### src/rtl/tx_phyretrain_hs_if.sv
// Handshake bundle between the LTSM/sideband wrapper and the PHYRETRAIN TX handshake block.
// The master side drives the block's inputs; the slave modport is the block itself.
interface tx_phyretrain_hs_if #(
   parameter int SB_MSG_WIDTH = 4,
   parameter int RETRY_W      = 2
);
   logic                    i_phyretrain_en;
   logic                    i_enter_from_active_or_mbtrain;
   logic [1:0]              i_linkspeed_lanes_status;
   logic                    i_falling_edge_busy;
   logic                    i_rx_valid;
   logic [SB_MSG_WIDTH-1:0] i_decoded_SB_msg;
   logic                    i_rx_msg_valid;
   logic [2:0]              i_rx_msg_info;
   logic [SB_MSG_WIDTH-1:0] o_encoded_SB_msg_tx;
   logic [2:0]              o_msg_info;
   logic [2:0]              o_resolved_info;
   logic                    o_valid_tx;
   logic                    o_phyretrain_end_tx;
   logic                    o_timeout_err;
   logic [RETRY_W-1:0]      o_retry_cnt;

   modport master (
      output i_phyretrain_en, i_enter_from_active_or_mbtrain, i_linkspeed_lanes_status,
             i_falling_edge_busy, i_rx_valid, i_decoded_SB_msg, i_rx_msg_valid, i_rx_msg_info,
      input  o_encoded_SB_msg_tx, o_msg_info, o_resolved_info, o_valid_tx,
             o_phyretrain_end_tx, o_timeout_err, o_retry_cnt
   );

   modport slave (
      input  i_phyretrain_en, i_enter_from_active_or_mbtrain, i_linkspeed_lanes_status,
             i_falling_edge_busy, i_rx_valid, i_decoded_SB_msg, i_rx_msg_valid, i_rx_msg_info,
      output o_encoded_SB_msg_tx, o_msg_info, o_resolved_info, o_valid_tx,
             o_phyretrain_end_tx, o_timeout_err, o_retry_cnt
   );
endinterface

### src/rtl/tx_phyretrain_hs.sv
// PHYRETRAIN start handshake, TX side: sends the start request, waits for the partner's
// response with bounded re-sends, and resolves the retrain type from both sides' encodings.
module tx_phyretrain_hs #(
   parameter int SB_MSG_WIDTH   = 4,
   parameter int TIMEOUT_CYCLES = 8000,
   parameter int TIMER_W        = 16,
   parameter int MAX_RETRIES    = 3,
   parameter int RETRY_W        = 2,
   parameter int REQ_CODE       = 1,
   parameter int RESP_CODE      = 2
) (
   input  logic              i_clk,
   input  logic              i_rst_n,
   tx_phyretrain_hs_if.slave bus
);

   localparam logic [TIMER_W-1:0]      TIMER_LAST = TIMER_W'(TIMEOUT_CYCLES - 1);
   localparam logic [RETRY_W-1:0]      RETRY_MAX  = RETRY_W'(MAX_RETRIES);
   localparam logic [SB_MSG_WIDTH-1:0] REQ_MSG    = SB_MSG_WIDTH'(REQ_CODE);
   localparam logic [SB_MSG_WIDTH-1:0] RESP_MSG   = SB_MSG_WIDTH'(RESP_CODE);

   typedef enum logic [2:0] {
      IDLE      = 3'd0,
      SEND_REQ  = 3'd1,
      WAIT_RESP = 3'd2,
      DONE      = 3'd3,
      ERROR     = 3'd4
   } state_t;

   state_t                  state;
   logic [TIMER_W-1:0]      timer;
   logic [RETRY_W-1:0]      retry_cnt;
   logic [2:0]              msg_info;
   logic [2:0]              resolved_info;
   logic [2:0]              partner_info;
   logic [SB_MSG_WIDTH-1:0] encoded_msg;
   logic                    valid_tx;
   logic                    end_tx;
   logic                    timeout_err;

   logic       is_resp;
   logic       is_partner_req;
   logic       valid_clear;
   logic [2:0] local_info;
   logic [2:0] merged_info;
   logic [2:0] resolved_next;

   assign is_resp        = bus.i_rx_msg_valid && (bus.i_decoded_SB_msg == RESP_MSG);
   assign is_partner_req = bus.i_rx_msg_valid && (bus.i_decoded_SB_msg == REQ_MSG);
   assign valid_clear    = bus.i_falling_edge_busy && !bus.i_rx_valid;
   // Partner info is zero until captured, so OR-ing it in is a no-op when nothing arrived.
   assign merged_info    = msg_info | partner_info;

   always_comb begin
      local_info = 3'b001;
      if (bus.i_enter_from_active_or_mbtrain) begin
         case (bus.i_linkspeed_lanes_status)
            2'd2:    local_info = 3'b100;
            2'd3:    local_info = 3'b010;
            default: local_info = 3'b001;
         endcase
      end
   end

   always_comb begin
      resolved_next = 3'b001;
      if (merged_info[1]) begin
         resolved_next = 3'b010;
      end else if (merged_info[2]) begin
         resolved_next = 3'b100;
      end
   end

   // Valid clearing is written first so any request send later in the block overrides it.
   always_ff @(posedge i_clk) begin
      if (!i_rst_n) begin
         state         <= IDLE;
         timer         <= '0;
         retry_cnt     <= '0;
         msg_info      <= '0;
         resolved_info <= '0;
         partner_info  <= '0;
         encoded_msg   <= '0;
         valid_tx      <= 1'b0;
         end_tx        <= 1'b0;
         timeout_err   <= 1'b0;
      end else begin
         if (valid_clear) begin
            valid_tx <= 1'b0;
         end
         if (state != IDLE && is_partner_req) begin
            partner_info <= bus.i_rx_msg_info;
         end
         if (state != IDLE && !bus.i_phyretrain_en) begin
            state       <= IDLE;
            valid_tx    <= 1'b0;
            encoded_msg <= '0;
            end_tx      <= 1'b0;
            timeout_err <= 1'b0;
         end else begin
            case (state)
               IDLE: begin
                  if (bus.i_phyretrain_en) begin
                     state         <= SEND_REQ;
                     retry_cnt     <= '0;
                     resolved_info <= '0;
                     partner_info  <= '0;
                     msg_info      <= local_info;
                     encoded_msg   <= REQ_MSG;
                     valid_tx      <= 1'b1;
                     timer         <= '0;
                  end
               end
               SEND_REQ: begin
                  state <= WAIT_RESP;
               end
               WAIT_RESP: begin
                  // A response arriving on the last timer cycle still completes the handshake.
                  if (is_resp) begin
                     state         <= DONE;
                     end_tx        <= 1'b1;
                     resolved_info <= resolved_next;
                  end else if (timer == TIMER_LAST) begin
                     if (retry_cnt < RETRY_MAX) begin
                        state       <= SEND_REQ;
                        retry_cnt   <= retry_cnt + RETRY_W'(1);
                        msg_info    <= local_info;
                        encoded_msg <= REQ_MSG;
                        valid_tx    <= 1'b1;
                        timer       <= '0;
                     end else begin
                        state       <= ERROR;
                        timeout_err <= 1'b1;
                     end
                  end else begin
                     timer <= timer + TIMER_W'(1);
                  end
               end
               DONE, ERROR: begin
                  state <= state;
               end
               default: begin
                  state <= IDLE;
               end
            endcase
         end
      end
   end

   assign bus.o_encoded_SB_msg_tx = encoded_msg;
   assign bus.o_msg_info          = msg_info;
   assign bus.o_resolved_info     = resolved_info;
   assign bus.o_valid_tx          = valid_tx;
   assign bus.o_phyretrain_end_tx = end_tx;
   assign bus.o_timeout_err       = timeout_err;
   assign bus.o_retry_cnt         = retry_cnt;

endmodule

### src/flat_wrapper.sv
// flat-port wrapper written by rule: the top's interface ports become plain ports
module tx_phyretrain_hs_flat 
#(
   parameter int SB_MSG_WIDTH   = 4,
   parameter int TIMEOUT_CYCLES = 8000,
   parameter int TIMER_W        = 16,
   parameter int MAX_RETRIES    = 3,
   parameter int RETRY_W        = 2,
   parameter int REQ_CODE       = 1,
   parameter int RESP_CODE      = 2
)
  (i_clk, i_rst_n, bus_i_phyretrain_en, bus_i_enter_from_active_or_mbtrain, bus_i_linkspeed_lanes_status, bus_i_falling_edge_busy, bus_i_rx_valid, bus_i_decoded_SB_msg, bus_i_rx_msg_valid, bus_i_rx_msg_info, bus_o_encoded_SB_msg_tx, bus_o_msg_info, bus_o_resolved_info, bus_o_valid_tx, bus_o_phyretrain_end_tx, bus_o_timeout_err, bus_o_retry_cnt);
  tx_phyretrain_hs_if #(.SB_MSG_WIDTH(SB_MSG_WIDTH), .RETRY_W(RETRY_W)) bus_i ();
  input  logic i_clk;
  input  logic i_rst_n;
  input wire logic [$bits(bus_i.i_phyretrain_en)-1:0] bus_i_phyretrain_en;
  input wire logic [$bits(bus_i.i_enter_from_active_or_mbtrain)-1:0] bus_i_enter_from_active_or_mbtrain;
  input wire logic [$bits(bus_i.i_linkspeed_lanes_status)-1:0] bus_i_linkspeed_lanes_status;
  input wire logic [$bits(bus_i.i_falling_edge_busy)-1:0] bus_i_falling_edge_busy;
  input wire logic [$bits(bus_i.i_rx_valid)-1:0] bus_i_rx_valid;
  input wire logic [$bits(bus_i.i_decoded_SB_msg)-1:0] bus_i_decoded_SB_msg;
  input wire logic [$bits(bus_i.i_rx_msg_valid)-1:0] bus_i_rx_msg_valid;
  input wire logic [$bits(bus_i.i_rx_msg_info)-1:0] bus_i_rx_msg_info;
  output wire logic [$bits(bus_i.o_encoded_SB_msg_tx)-1:0] bus_o_encoded_SB_msg_tx;
  output wire logic [$bits(bus_i.o_msg_info)-1:0] bus_o_msg_info;
  output wire logic [$bits(bus_i.o_resolved_info)-1:0] bus_o_resolved_info;
  output wire logic [$bits(bus_i.o_valid_tx)-1:0] bus_o_valid_tx;
  output wire logic [$bits(bus_i.o_phyretrain_end_tx)-1:0] bus_o_phyretrain_end_tx;
  output wire logic [$bits(bus_i.o_timeout_err)-1:0] bus_o_timeout_err;
  output wire logic [$bits(bus_i.o_retry_cnt)-1:0] bus_o_retry_cnt;
  assign bus_i.i_phyretrain_en = bus_i_phyretrain_en;
  assign bus_i.i_enter_from_active_or_mbtrain = bus_i_enter_from_active_or_mbtrain;
  assign bus_i.i_linkspeed_lanes_status = bus_i_linkspeed_lanes_status;
  assign bus_i.i_falling_edge_busy = bus_i_falling_edge_busy;
  assign bus_i.i_rx_valid = bus_i_rx_valid;
  assign bus_i.i_decoded_SB_msg = bus_i_decoded_SB_msg;
  assign bus_i.i_rx_msg_valid = bus_i_rx_msg_valid;
  assign bus_i.i_rx_msg_info = bus_i_rx_msg_info;
  assign bus_o_encoded_SB_msg_tx = bus_i.o_encoded_SB_msg_tx;
  assign bus_o_msg_info = bus_i.o_msg_info;
  assign bus_o_resolved_info = bus_i.o_resolved_info;
  assign bus_o_valid_tx = bus_i.o_valid_tx;
  assign bus_o_phyretrain_end_tx = bus_i.o_phyretrain_end_tx;
  assign bus_o_timeout_err = bus_i.o_timeout_err;
  assign bus_o_retry_cnt = bus_i.o_retry_cnt;
  tx_phyretrain_hs #(.SB_MSG_WIDTH(SB_MSG_WIDTH), .TIMEOUT_CYCLES(TIMEOUT_CYCLES), .TIMER_W(TIMER_W), .MAX_RETRIES(MAX_RETRIES), .RETRY_W(RETRY_W), .REQ_CODE(REQ_CODE), .RESP_CODE(RESP_CODE)) u_core (.i_clk(i_clk), .i_rst_n(i_rst_n), .bus(bus_i));
endmodule
### config.mk
export PLATFORM = sky130hd
export DESIGN_NAME = tx_phyretrain_hs_flat
export DESIGN_NICKNAME = d
export VERILOG_FILES = /design/src/rtl/tx_phyretrain_hs_if.sv /design/src/rtl/tx_phyretrain_hs.sv /design/src/flat_wrapper.sv
export SDC_FILE = /design/constraint.sdc
export NUM_CORES = 1
export LEC_CHECK = 0
export ABC_AREA = 1
export BUFFER_PORTS_ARGS = -buffer_cell sky130_fd_sc_hd__buf_4
export CORE_UTILIZATION = 45
export CTS_CLUSTER_DIAMETER = 200
export DETAILED_ROUTE_END_ITERATION = 7
export GPL_TIMING_DRIVEN = 0
export PLACE_DENSITY = 0.74
export SLEW_MARGIN = 0
export SYNTH_ARGS = -nofsm -noshare
export SYNTH_HDL_FRONTEND = slang
export SYNTH_SLANG_ARGS = --single-unit
### constraint.sdc
create_clock -name i_clk -period 1.5 [get_ports i_clk]
set_input_delay 0.225 -clock i_clk [delete_from_list [all_inputs] [get_ports i_clk]]
set_output_delay 0.225 -clock i_clk [all_outputs]
set_load 0.03 [all_outputs]
==> flow_summary.html, run 1 <==
<table>
<tr><th>Metric</th><th>Value</th></tr>
<tr><th colspan="2">Outcome</th></tr>
<tr><td>Outcome</td><td>finished, violations left</td></tr>
<tr><td>Violated checks</td><td>setup timing</td></tr>
<tr><th colspan="2">Die</th></tr>
<tr><td>Die boundary height</td><td>slightly above 70 um</td></tr>
<tr><td>Initial core utilization</td><td>between 40% and 50%</td></tr>
<tr><td>Area of the placeable core</td><td>between 4000 and 5000 sq um</td></tr>
<tr><td>DIE WIDTH</td><td>70.5 um</td></tr>
<tr><td>Placement row count</td><td>24</td></tr>
<tr><td>Overall die area</td><td>around 5000 sq um</td></tr>
<tr><td>Top-level I/O count</td><td>31</td></tr>
<tr><th colspan="2">Logic synthesis</th></tr>
<tr><td>Number of warnings printed during yosys synthesis</td><td>0</td></tr>
<tr><td>Netlist Area Pre-Place</td><td>between 2000 and 2500 sq um</td></tr>
<tr><td>Number of enable-type register cells in the synthesized netlist</td><td>0</td></tr>
<tr><td>Synthesized instance count</td><td>between 300 and 400</td></tr>
<tr><td>Average cell area after synthesis</td><td>roughly 6.7 sq um</td></tr>
<tr><td>Most used flip-flop cell after synthesis</td><td>sky130_fd_sc_hd__dfxtp_1</td></tr>
<tr><td>Synth cell types</td><td>33</td></tr>
<tr><td>Sequential fraction of the synthesis area</td><td>31.3%</td></tr>
<tr><td>Share of flip-flops with an asynchronous set or reset</td><td>0%</td></tr>
<tr><td>Fraction of synthesized cell area taken by the top area cell type</td><td>31.3%</td></tr>
<tr><td>Most frequent cells after synthesis</td><td>sky130_fd_sc_hd__nand2_1 (63), sky130_fd_sc_hd__nor2_1 (48), sky130_fd_sc_hd__inv_1 (40)</td></tr>
<tr><td>Cell type contributing the most total cell area after synthesis</td><td>sky130_fd_sc_hd__dfxtp_1</td></tr>
<tr><td>Dominant cells by area after synthesis</td><td>sky130_fd_sc_hd__dfxtp_1 (31%), sky130_fd_sc_hd__nand2_1 (11%), sky130_fd_sc_hd__nor2_1 (8.5%), sky130_fd_sc_hd__inv_1 (7.1%), sky130_fd_sc_hd__nand3_1 (5.5%)</td></tr>
<tr><td>Most frequently used cell type in the post-synthesis netlist</td><td>sky130_fd_sc_hd__nand2_1</td></tr>
<tr><td>Post-synthesis sequential element count</td><td>33</td></tr>
<tr><th colspan="2">CTS</th></tr>
<tr><td>Cts bufs inserted</td><td>5</td></tr>
<tr><td>CTS root buffer</td><td>sky130_fd_sc_hd__clkbuf_8</td></tr>
<tr><td>Worst-Skew Late Latency</td><td>slightly below 300 ps</td></tr>
<tr><td>Number of clock sinks</td><td>33</td></tr>
<tr><td>CTS Buffer Depth</td><td>2</td></tr>
<tr><td>CTS H-tree depth</td><td>2</td></tr>
<tr><td>Number of hold buffers added after cts</td><td>0</td></tr>
<tr><td>CTS tree</td><td>built</td></tr>
<tr><td>Clk slew on worst S/H paths</td><td>roughly 70 ps</td></tr>
<tr><th colspan="2">Finish</th></tr>
<tr><td>Post-synthesis to final-layout area growth</td><td>35.7%</td></tr>
<tr><td>Final #Nets</td><td>approximately 380</td></tr>
<tr><td>N_diodes</td><td>0</td></tr>
<tr><td>Non-filler cells in the finished layout</td><td>~420</td></tr>
<tr><td>Fraction of layout cells with a size suffix above 1</td><td>roughly 37%</td></tr>
<tr><th colspan="2">Pwr</th></tr>
<tr><td>Switching part of the total</td><td>41.5%</td></tr>
<tr><td>IR drop worst, VDD</td><td>~0.75 mV</td></tr>
<tr><td>Power Internal</td><td>2.01 mW</td></tr>
<tr><td>Share of power burned in the clock network</td><td>19.4%</td></tr>
<tr><td>Total power divided by cell area</td><td>approximately 1200 nW/um^2</td></tr>
<tr><td>Combinational power share</td><td>about half</td></tr>
<tr><td>Static leakage</td><td>1.23 nW</td></tr>
<tr><td>Reg power frac</td><td>between 30% and 40%</td></tr>
<tr><td>Switch Pwr</td><td>about 1.4 mW</td></tr>
<tr><th colspan="2">Global routing</th></tr>
<tr><td>Antenna violations before repair</td><td>0</td></tr>
<tr><td>Total global routing track utilization</td><td>between 20 and 25%</td></tr>
<tr><td>GR met2 Demand/Resource</td><td>a little over a third</td></tr>
<tr><td>Wire length of the first global-routing pass</td><td>roughly 8400 um</td></tr>
<tr><td>Met3 usage</td><td>approximately 4.6%</td></tr>
<tr><td>Met1 Resource Use GR</td><td>around a quarter</td></tr>
<tr><td>Maximum number of pins on one net before global-route repair</td><td>11</td></tr>
<tr><td>Vias in the first global route</td><td>1898</td></tr>
<tr><td>Most utilized layer in the global route result</td><td>met2</td></tr>
<tr><td>Overflow left after global routing</td><td>0</td></tr>
<tr><th colspan="2">Critical path</th></tr>
<tr><td>Data arrival time of the critical path</td><td>1700 ps</td></tr>
<tr><td>Worst setup path startpoint</td><td>u_core.state[2]</td></tr>
<tr><td>WP data required</td><td>1640 ps</td></tr>
<tr><td>Crit. End Element</td><td>flip-flop</td></tr>
<tr><td>Largest fanout on the critical path</td><td>7</td></tr>
<tr><td>Classification of the worst setup path</td><td>flip-flop to flip-flop</td></tr>
<tr><td>Reg-to-reg critical path startpoint</td><td>u_core.state[2]</td></tr>
<tr><td>Element type at the critical path start</td><td>flip-flop</td></tr>
<tr><th colspan="2">Drt</th></tr>
<tr><td>Ratio of routed vias to standard cells</td><td>~5.2</td></tr>
<tr><td>Length of the first detailed-routing pass in iterations</td><td>4</td></tr>
<tr><td>Total wirelength of the detailed-routed design</td><td>5870 um</td></tr>
<tr><td>Number of vias after detailed routing</td><td>about 2200</td></tr>
<tr><td>Initial DRC Count</td><td>~140</td></tr>
<tr><td>Antenna Nets Post-Route</td><td>0</td></tr>
<tr><td>Post-route DRC violation count</td><td>0</td></tr>
<tr><td>Routed len/inst</td><td>~14 um</td></tr>
<tr><th colspan="2">STA</th></tr>
<tr><td>Relative slew slack</td><td>~51%</td></tr>
<tr><td>Fin Clk Skew</td><td>10.9 ps</td></tr>
<tr><td>Max frequency</td><td>roughly 640 MHz</td></tr>
<tr><td>Tightest Pin Transition</td><td>between 700 and 800 ps</td></tr>
<tr><td>Final setup margin</td><td>-57.2 ps</td></tr>
<tr><td>Final setup vio count</td><td>17</td></tr>
<tr><td>Portion of the clock cycle consumed by the worst path in the final layout</td><td>104%</td></tr>
<tr><td>Final-report hold violation count</td><td>0</td></tr>
<tr><td>Final critical path time including I/O delays and setup</td><td>approximately 1600 ps</td></tr>
<tr><td>Max Slew Vio Count</td><td>0</td></tr>
<tr><td>Unrepaired setup endpoints after global routing</td><td>true</td></tr>
<tr><th colspan="2">Placement</th></tr>
<tr><td>Worst slack after detailed placement</td><td>-198 ps</td></tr>
<tr><td>Final weighted congestion of routability-driven global placement</td><td>between 0.9 and 1</td></tr>
<tr><td>HPWL reported at the end of detailed placement</td><td>about 3600 um</td></tr>
<tr><td>Placed cell count</td><td>392</td></tr>
<tr><td># port buffers</td><td>25</td></tr>
<tr><th colspan="2">Worst hold path</th></tr>
<tr><td>Class of the tightest hold or removal check</td><td>input port to flip-flop</td></tr>
<tr><td>Hold Startpoint</td><td>bus_i_rx_msg_info[2]</td></tr>
<tr><th colspan="2">Job</th></tr>
<tr><td>Max-capacitance violation count</td><td>0</td></tr>
</table>
==> stage by stage <==
stage / utilization [%] / setup TNS (ps) / cell area [sq um] / power (mW) / hold slack (ps)
final: 64.5 / -483 / 2870 / 3.44 / 228
after global routing: 64.5 / -2280 / 2870 / 3.62 / 254
after CTS: 57.5 / -3.10 / 2560 / 3.02 / 224
after detailed placement: 53.4 / -3690 / 2370 / 2.22 / 444
after global placement: 53.4 / -2880 / 2370 / 2.21 / 441
after floorplan: - / 0 / 2120 / 1.93 / 404
==> critical path, stage by stage, from the launching register on <==
cell                      delay [ps]
sky130_fd_sc_hd__dfxtp_4         360
sky130_fd_sc_hd__inv_4            70
sky130_fd_sc_hd__nand2_2          80
sky130_fd_sc_hd__nor2_4          200
sky130_fd_sc_hd__nor2_4           80
sky130_fd_sc_hd__inv_4           110
sky130_fd_sc_hd__nand2_4          70
sky130_fd_sc_hd__nor2_8          210
sky130_fd_sc_hd__nand2_8         100
sky130_fd_sc_hd__nand2_4          80
sky130_fd_sc_hd__a21oi_2          60
==> cell families (layout without fill, tap and decap cells) <==
group,Yosys count,in the layout,synth area share [%]
other cells,1,3,0.178
simple gates,181,182,43.2
xor+xnor,4,4,1.66
buf+inv,54,104,11.3
fa+ha+maj,2,2,1.19
flops,33,33,31.3
compound gates,38,38,11.3
==> cell usage in the layout (no fill, tap or decap), drive strengths merged, types with 7 or more instances in the layout <==
| cell | Yosys | layout |
|---|---|---|
| clkbuf | 2 | 12 |
| nor2 | 55 | 55 |
| o21ai | 11 | 11 |
| buf | 5 | 45 |
| nand4 | 8 | 8 |
| dfxtp | 33 | 33 |
| nor3 | 7 | 7 |
| a21oi | 24 | 24 |
| nand2 | 79 | 79 |
| inv | 47 | 46 |
| nand3 | 27 | 28 |
==> power by group through the flow <==
stage	Combinational [mW]	Clock, mW	Sequential, mW
floorplan	0.789	0	1.14
detailed placement	1.17	0	1.05
global route	1.85	0.713	1.06
global placement	1.16	0	1.05
finish	1.72	0.669	1.05
CTS	1.29	0.681	1.05
==> layer usage <==
layer / share of wire (%) / up-vias
met2: 51 / 68
met1: 42 / 995
met4: 2.1 / 0
met5: 0 / -
li1: - / 1102
met3: 4.6 / 13
==> path summary, 6_finish.rpt <==
| kind | endpoint | slack [ps] | cells past startpoint |
|---|---|---|---|
| hold / removal | u_core.partner_info[2] | 230 | 3 |
| setup / recovery | u_core.bus.o_retry_cnt[0] | -60 | 10 |
| hold reg to reg | u_core.bus.o_timeout_err | 450 | 2 |
| setup reg to reg | u_core.bus.o_retry_cnt[0] | -60 | 10 |
==> registers in the layout, indices dropped and copies added, names as in the netlist <==
register                        cells
u_core.timer                       16
u_core.bus.o_msg_info               3
u_core.bus.o_retry_cnt              2
u_core.partner_info                 2
u_core.bus.o_valid_tx               1
u_core.bus.o_resolved_info          3
u_core.state                        3
u_core.bus.o_phyretrain_end_tx      1
u_core.bus.o_encoded_SB_msg_tx      1
u_core.bus.o_timeout_err            1
==> final cells by class <==
type	instances	area [sq um]
Sequential cell	33	687
Timing Repair Buffer	42	374
Buffer	7	65.1
Fill cell	379	1580
Clock buffer	8	80.1
Inverter	47	199
Multi-Input combinational cell	229	1400
Tap cell	52	65.1
==> timing repair <==
action	CTS	global route
buffers inserted	7	8
resized for setup	16	48
hold endpoints to repair	0	0
gates cloned	0	3
setup endpoints to repair	27	25
pin swaps	5	25
No activity file was read; power rests on OpenSTA's default activity.
==> run 2, diff against run 1 <==
--- a/config.mk
+++ b/config.mk
@@ -12,6 +12,7 @@
 export DETAILED_ROUTE_END_ITERATION = 7
 export GPL_TIMING_DRIVEN = 0
 export PLACE_DENSITY = 0.74
+export REMOVE_ABC_BUFFERS = 1
 export SLEW_MARGIN = 0
 export SYNTH_ARGS = -nofsm -noshare
 export SYNTH_HDL_FRONTEND = slang
==> flow_summary.html, run 2 (synthesis results as in run 1) <==
<table>
<tr><th>Metric</th><th>Value</th></tr>
<tr><th colspan="2">Global routing</th></tr>
<tr><td>Overflow left after global routing</td><td>0 (unchanged)</td></tr>
<tr><td>Maximum number of pins on one net before global-route repair</td><td>16 (was 11)</td></tr>
<tr><td>Total global routing track utilization</td><td>20.7% (was 21.5%)</td></tr>
<tr><td>Vias in the first global route</td><td>1827 (was 1898)</td></tr>
<tr><td>Wire length of the first global-routing pass</td><td>8080 um (was 8400 um)</td></tr>
<tr><td>Antenna violations before repair</td><td>0 (unchanged)</td></tr>
<tr><th colspan="2">Die</th></tr>
<tr><td>Initial core utilization</td><td>47.5% (unchanged)</td></tr>
<tr><td>Area of the placeable core</td><td>4440 sq um (unchanged)</td></tr>
<tr><td>Top-level I/O count</td><td>31 (unchanged)</td></tr>
<tr><td>Die boundary height</td><td>70.5 um (unchanged)</td></tr>
<tr><td>Placement row count</td><td>24 (unchanged)</td></tr>
<tr><td>DIE WIDTH</td><td>70.5 um (unchanged)</td></tr>
<tr><td>Overall die area</td><td>4970 sq um (unchanged)</td></tr>
<tr><th colspan="2">Drt</th></tr>
<tr><td>Ratio of routed vias to standard cells</td><td>5.06 (was 5.21)</td></tr>
<tr><td>Length of the first detailed-routing pass in iterations</td><td>7 (was 4)</td></tr>
<tr><td>Antenna Nets Post-Route</td><td>0 (unchanged)</td></tr>
<tr><td>Routed len/inst</td><td>12.4 um (was 14.0 um)</td></tr>
<tr><td>Metal3 WL</td><td>259 um (was 268 um)</td></tr>
<tr><td>Routed wire length on met2</td><td>2320 um (was 3000 um)</td></tr>
<tr><td>DR top layer</td><td>met4 (unchanged)</td></tr>
<tr><td>Number of vias after detailed routing</td><td>2086 (was 2178)</td></tr>
<tr><td>Total wirelength of the detailed-routed design</td><td>5110 um (was 5870 um)</td></tr>
<tr><td>Initial DRC Count</td><td>103 (was 137)</td></tr>
<tr><td>Post-route DRC violation count</td><td>2 (was 0)</td></tr>
<tr><td>Metal-1 WL</td><td>2430 um (was 2480 um)</td></tr>
<tr><th colspan="2">Critical path</th></tr>
<tr><td>Crit. End Element</td><td>flip-flop (unchanged)</td></tr>
<tr><td>Classification of the worst setup path</td><td>flip-flop to flip-flop (unchanged)</td></tr>
<tr><td>Cell with the biggest individual delay on the critical path</td><td>sky130_fd_sc_hd__dfxtp_4 (unchanged)</td></tr>
<tr><td>Worst setup path startpoint</td><td>u_core.timer[1] (was u_core.state[2])</td></tr>
<tr><td>Data arrival time of the critical path</td><td>1660 ps (was 1700 ps)</td></tr>
<tr><td>Slowest Stage Delay on Critical Path</td><td>380 ps (was 360 ps)</td></tr>
<tr><td>Category of cells accounting for the largest share of critical-path delay</td><td>simple AND/OR/NAND/NOR gates (unchanged)</td></tr>
<tr><td>WP data required</td><td>1690 ps (was 1640 ps)</td></tr>
<tr><td>Sum of buffers and inverters on the critical path</td><td>1 (was 2)</td></tr>
<tr><td>Largest fanout on the critical path</td><td>6 (was 7)</td></tr>
<tr><td>Critical path cell sequence</td><td>ha_4, nand3_4, nor2_4, nand3_4, buf_4, nand4_1, nand2_1, nand2_1, nor2_1 (was inv_4, nand2_2, nor2_4, nor2_4, inv_4, nand2_4, nor2_8, nand2_8, nand2_4, a21oi_2)</td></tr>
<tr><td>Element type at the critical path start</td><td>flip-flop (unchanged)</td></tr>
<tr><td>Reg-to-reg critical path startpoint</td><td>u_core.timer[1] (was u_core.state[2])</td></tr>
<tr><th colspan="2">Placement</th></tr>
<tr><td># port buffers</td><td>26 (was 25)</td></tr>
<tr><td>Area post-placement</td><td>2320 sq um (was 2370 sq um)</td></tr>
<tr><td>Final weighted congestion of routability-driven global placement</td><td>0.918 (was 0.914)</td></tr>
<tr><td>HPWL reported at the end of detailed placement</td><td>3340 um (was 3550 um)</td></tr>
<tr><th colspan="2">STA</th></tr>
<tr><td>Fin Clk Skew</td><td>9.91 ps (was 10.9 ps)</td></tr>
<tr><td>Relative slew slack</td><td>57.4% (was 51.1%)</td></tr>
<tr><td>Final-report hold violation count</td><td>0 (unchanged)</td></tr>
<tr><td>Post-route worst hold slack</td><td>187 ps (was 228 ps)</td></tr>
<tr><td>Final critical path time including I/O delays and setup</td><td>1470 ps (was 1560 ps)</td></tr>
<tr><td>Unrepaired setup endpoints after global routing</td><td>true (unchanged)</td></tr>
<tr><td>Max Slew Vio Count</td><td>0 (unchanged)</td></tr>
<tr><td>Tightest Pin Transition</td><td>638 ps (was 733 ps)</td></tr>
<tr><td>Portion of the clock cycle consumed by the worst path in the final layout</td><td>98.2% (was 104%)</td></tr>
<tr><td>Final setup vio count</td><td>0 (was 17)</td></tr>
<tr><td>Max frequency</td><td>679 MHz (was 642 MHz)</td></tr>
<tr><th colspan="2">Pwr</th></tr>
<tr><td>IR drop worst, VDD</td><td>0.734 mV (was 0.754 mV)</td></tr>
<tr><td>Total power</td><td>3.44 mW (about the same)</td></tr>
<tr><td>Total power divided by cell area</td><td>1270 nW/um^2 (was 1200 nW/um^2)</td></tr>
<tr><td>Static leakage</td><td>1.18 nW (was 1.23 nW)</td></tr>
<tr><th colspan="2">Job</th></tr>
<tr><td>Max-capacitance violation count</td><td>0 (unchanged)</td></tr>
<tr><th colspan="2">Outcome</th></tr>
<tr><td>Outcome</td><td>finished, violations left (unchanged)</td></tr>
<tr><td>Violated checks</td><td>DRC (was setup timing)</td></tr>
<tr><th colspan="2">Finish</th></tr>
<tr><td>Post-synthesis to final-layout area growth</td><td>28.2% (was 35.7%)</td></tr>
<tr><td>N_diodes</td><td>0 (unchanged)</td></tr>
<tr><td>Max reg flops</td><td>16 (unchanged)</td></tr>
<tr><td>Largest register by flop count</td><td>u_core.timer (unchanged)</td></tr>
<tr><td>Final instance area</td><td>2710 sq um (was 2870 sq um)</td></tr>
<tr><td>Most common cell after layout, fill and taps aside</td><td>sky130_fd_sc_hd__nand2_1 (unchanged)</td></tr>
<tr><td>Commonest cells after routing, fill and taps aside</td><td>sky130_fd_sc_hd__nand2_1 (59), sky130_fd_sc_hd__nor2_1 (44), sky130_fd_sc_hd__inv_1 (40) (was sky130_fd_sc_hd__nand2_1 (55), sky130_fd_sc_hd__nor2_1 (44), sky130_fd_sc_hd__inv_1 (39), sky130_fd_sc_hd__buf_4 (39))</td></tr>
<tr><td>Fraction of layout cells with a size suffix above 1</td><td>33.9% (was 36.6%)</td></tr>
<tr><td>Final #Nets</td><td>377 (was 383)</td></tr>
<tr><th colspan="2">CTS</th></tr>
<tr><td>CTS Buffer Depth</td><td>2 (unchanged)</td></tr>
<tr><td>Number of hold buffers added after cts</td><td>0 (unchanged)</td></tr>
<tr><td>CTS tree</td><td>built (unchanged)</td></tr>
<tr><td>Clk slew on worst S/H paths</td><td>80 ps (was 70 ps)</td></tr>
<tr><td>CTS H-tree depth</td><td>2 (unchanged)</td></tr>
<tr><td>Cts bufs inserted</td><td>5 (unchanged)</td></tr>
<tr><td>Number of clock sinks</td><td>33 (unchanged)</td></tr>
<tr><td>Worst-Skew Late Latency</td><td>300 ps (was 290 ps)</td></tr>
<tr><td>CTS root buffer</td><td>sky130_fd_sc_hd__clkbuf_8 (unchanged)</td></tr>
<tr><th colspan="2">Worst hold path</th></tr>
<tr><td>Class of the tightest hold or removal check</td><td>input port to flip-flop (unchanged)</td></tr>
<tr><td>Hold Startpoint</td><td>i_rst_n (was bus_i_rx_msg_info[2])</td></tr>
</table>
## run 2: repair_timing
item | CTS | global route
cloned | 1 | 0
endpoints found under the hold margin | 0 | 0
pin swaps | 6 | 7
endpoints found under the setup margin | 26 | 25
gates resized for setup | 14 | 24
buffers inserted | 9 | 8
## run 2: cell type report
class	instances	area, sq um
sequential	33	679
fill	395	1740
clock inverter	2	37.5
multi-input combinational	229	1300
timing repair buffer	43	355
clock buffer	6	82.6
tap	52	65.1
inverter	47	186
## run 2: power by group
group,total [mW],switching [mW],internal (mW)
combinational,1.48,0.885,0.598
clock,0.899,0.358,0.540
sequential,1.06,0.0773,0.980
## run 2: metrics by stage
step	instances	setup WS, ps	util, %	TNS (ps)
final	412	26.7	60.9	0
after global routing	412	-66.9	60.9	-716
after CTS	404	-3.55	58.2	-3.55
after detailed placement	386	-290	52.3	-4830
after global placement	386	-252	52.3	-3960
after floorplan	308	-87.2	-	-673
## run 2: worst paths after layout
| check | endpoint | slack (ps) | depth (start not counted) |
|---|---|---|---|
| setup / recovery | u_core.timer[8] | 30 | 9 |
| hold / removal | u_core.timer[15] | 190 | 3 |
| setup reg to reg | u_core.timer[8] | 30 | 9 |
| hold reg to reg | u_core.bus.o_timeout_err | 450 | 2 |
## run 2: metal layers
layer,global-route usage (%),up-vias
li1,-,1083
met1,27.9,936
met2,32.6,56
met3,4.33,11
met4,7.03,0
met5,0,-
## run 2: worst register-to-register path, cell delays in order (launching register included)
cell                      delay, ps
sky130_fd_sc_hd__dfxtp_4        380
sky130_fd_sc_hd__ha_4           150
sky130_fd_sc_hd__nand3_4        120
sky130_fd_sc_hd__nor2_4         190
sky130_fd_sc_hd__nand3_4        100
sky130_fd_sc_hd__buf_4          170
sky130_fd_sc_hd__nand4_1         90
sky130_fd_sc_hd__nand2_1         60
sky130_fd_sc_hd__nand2_1         60
sky130_fd_sc_hd__nor2_1          40
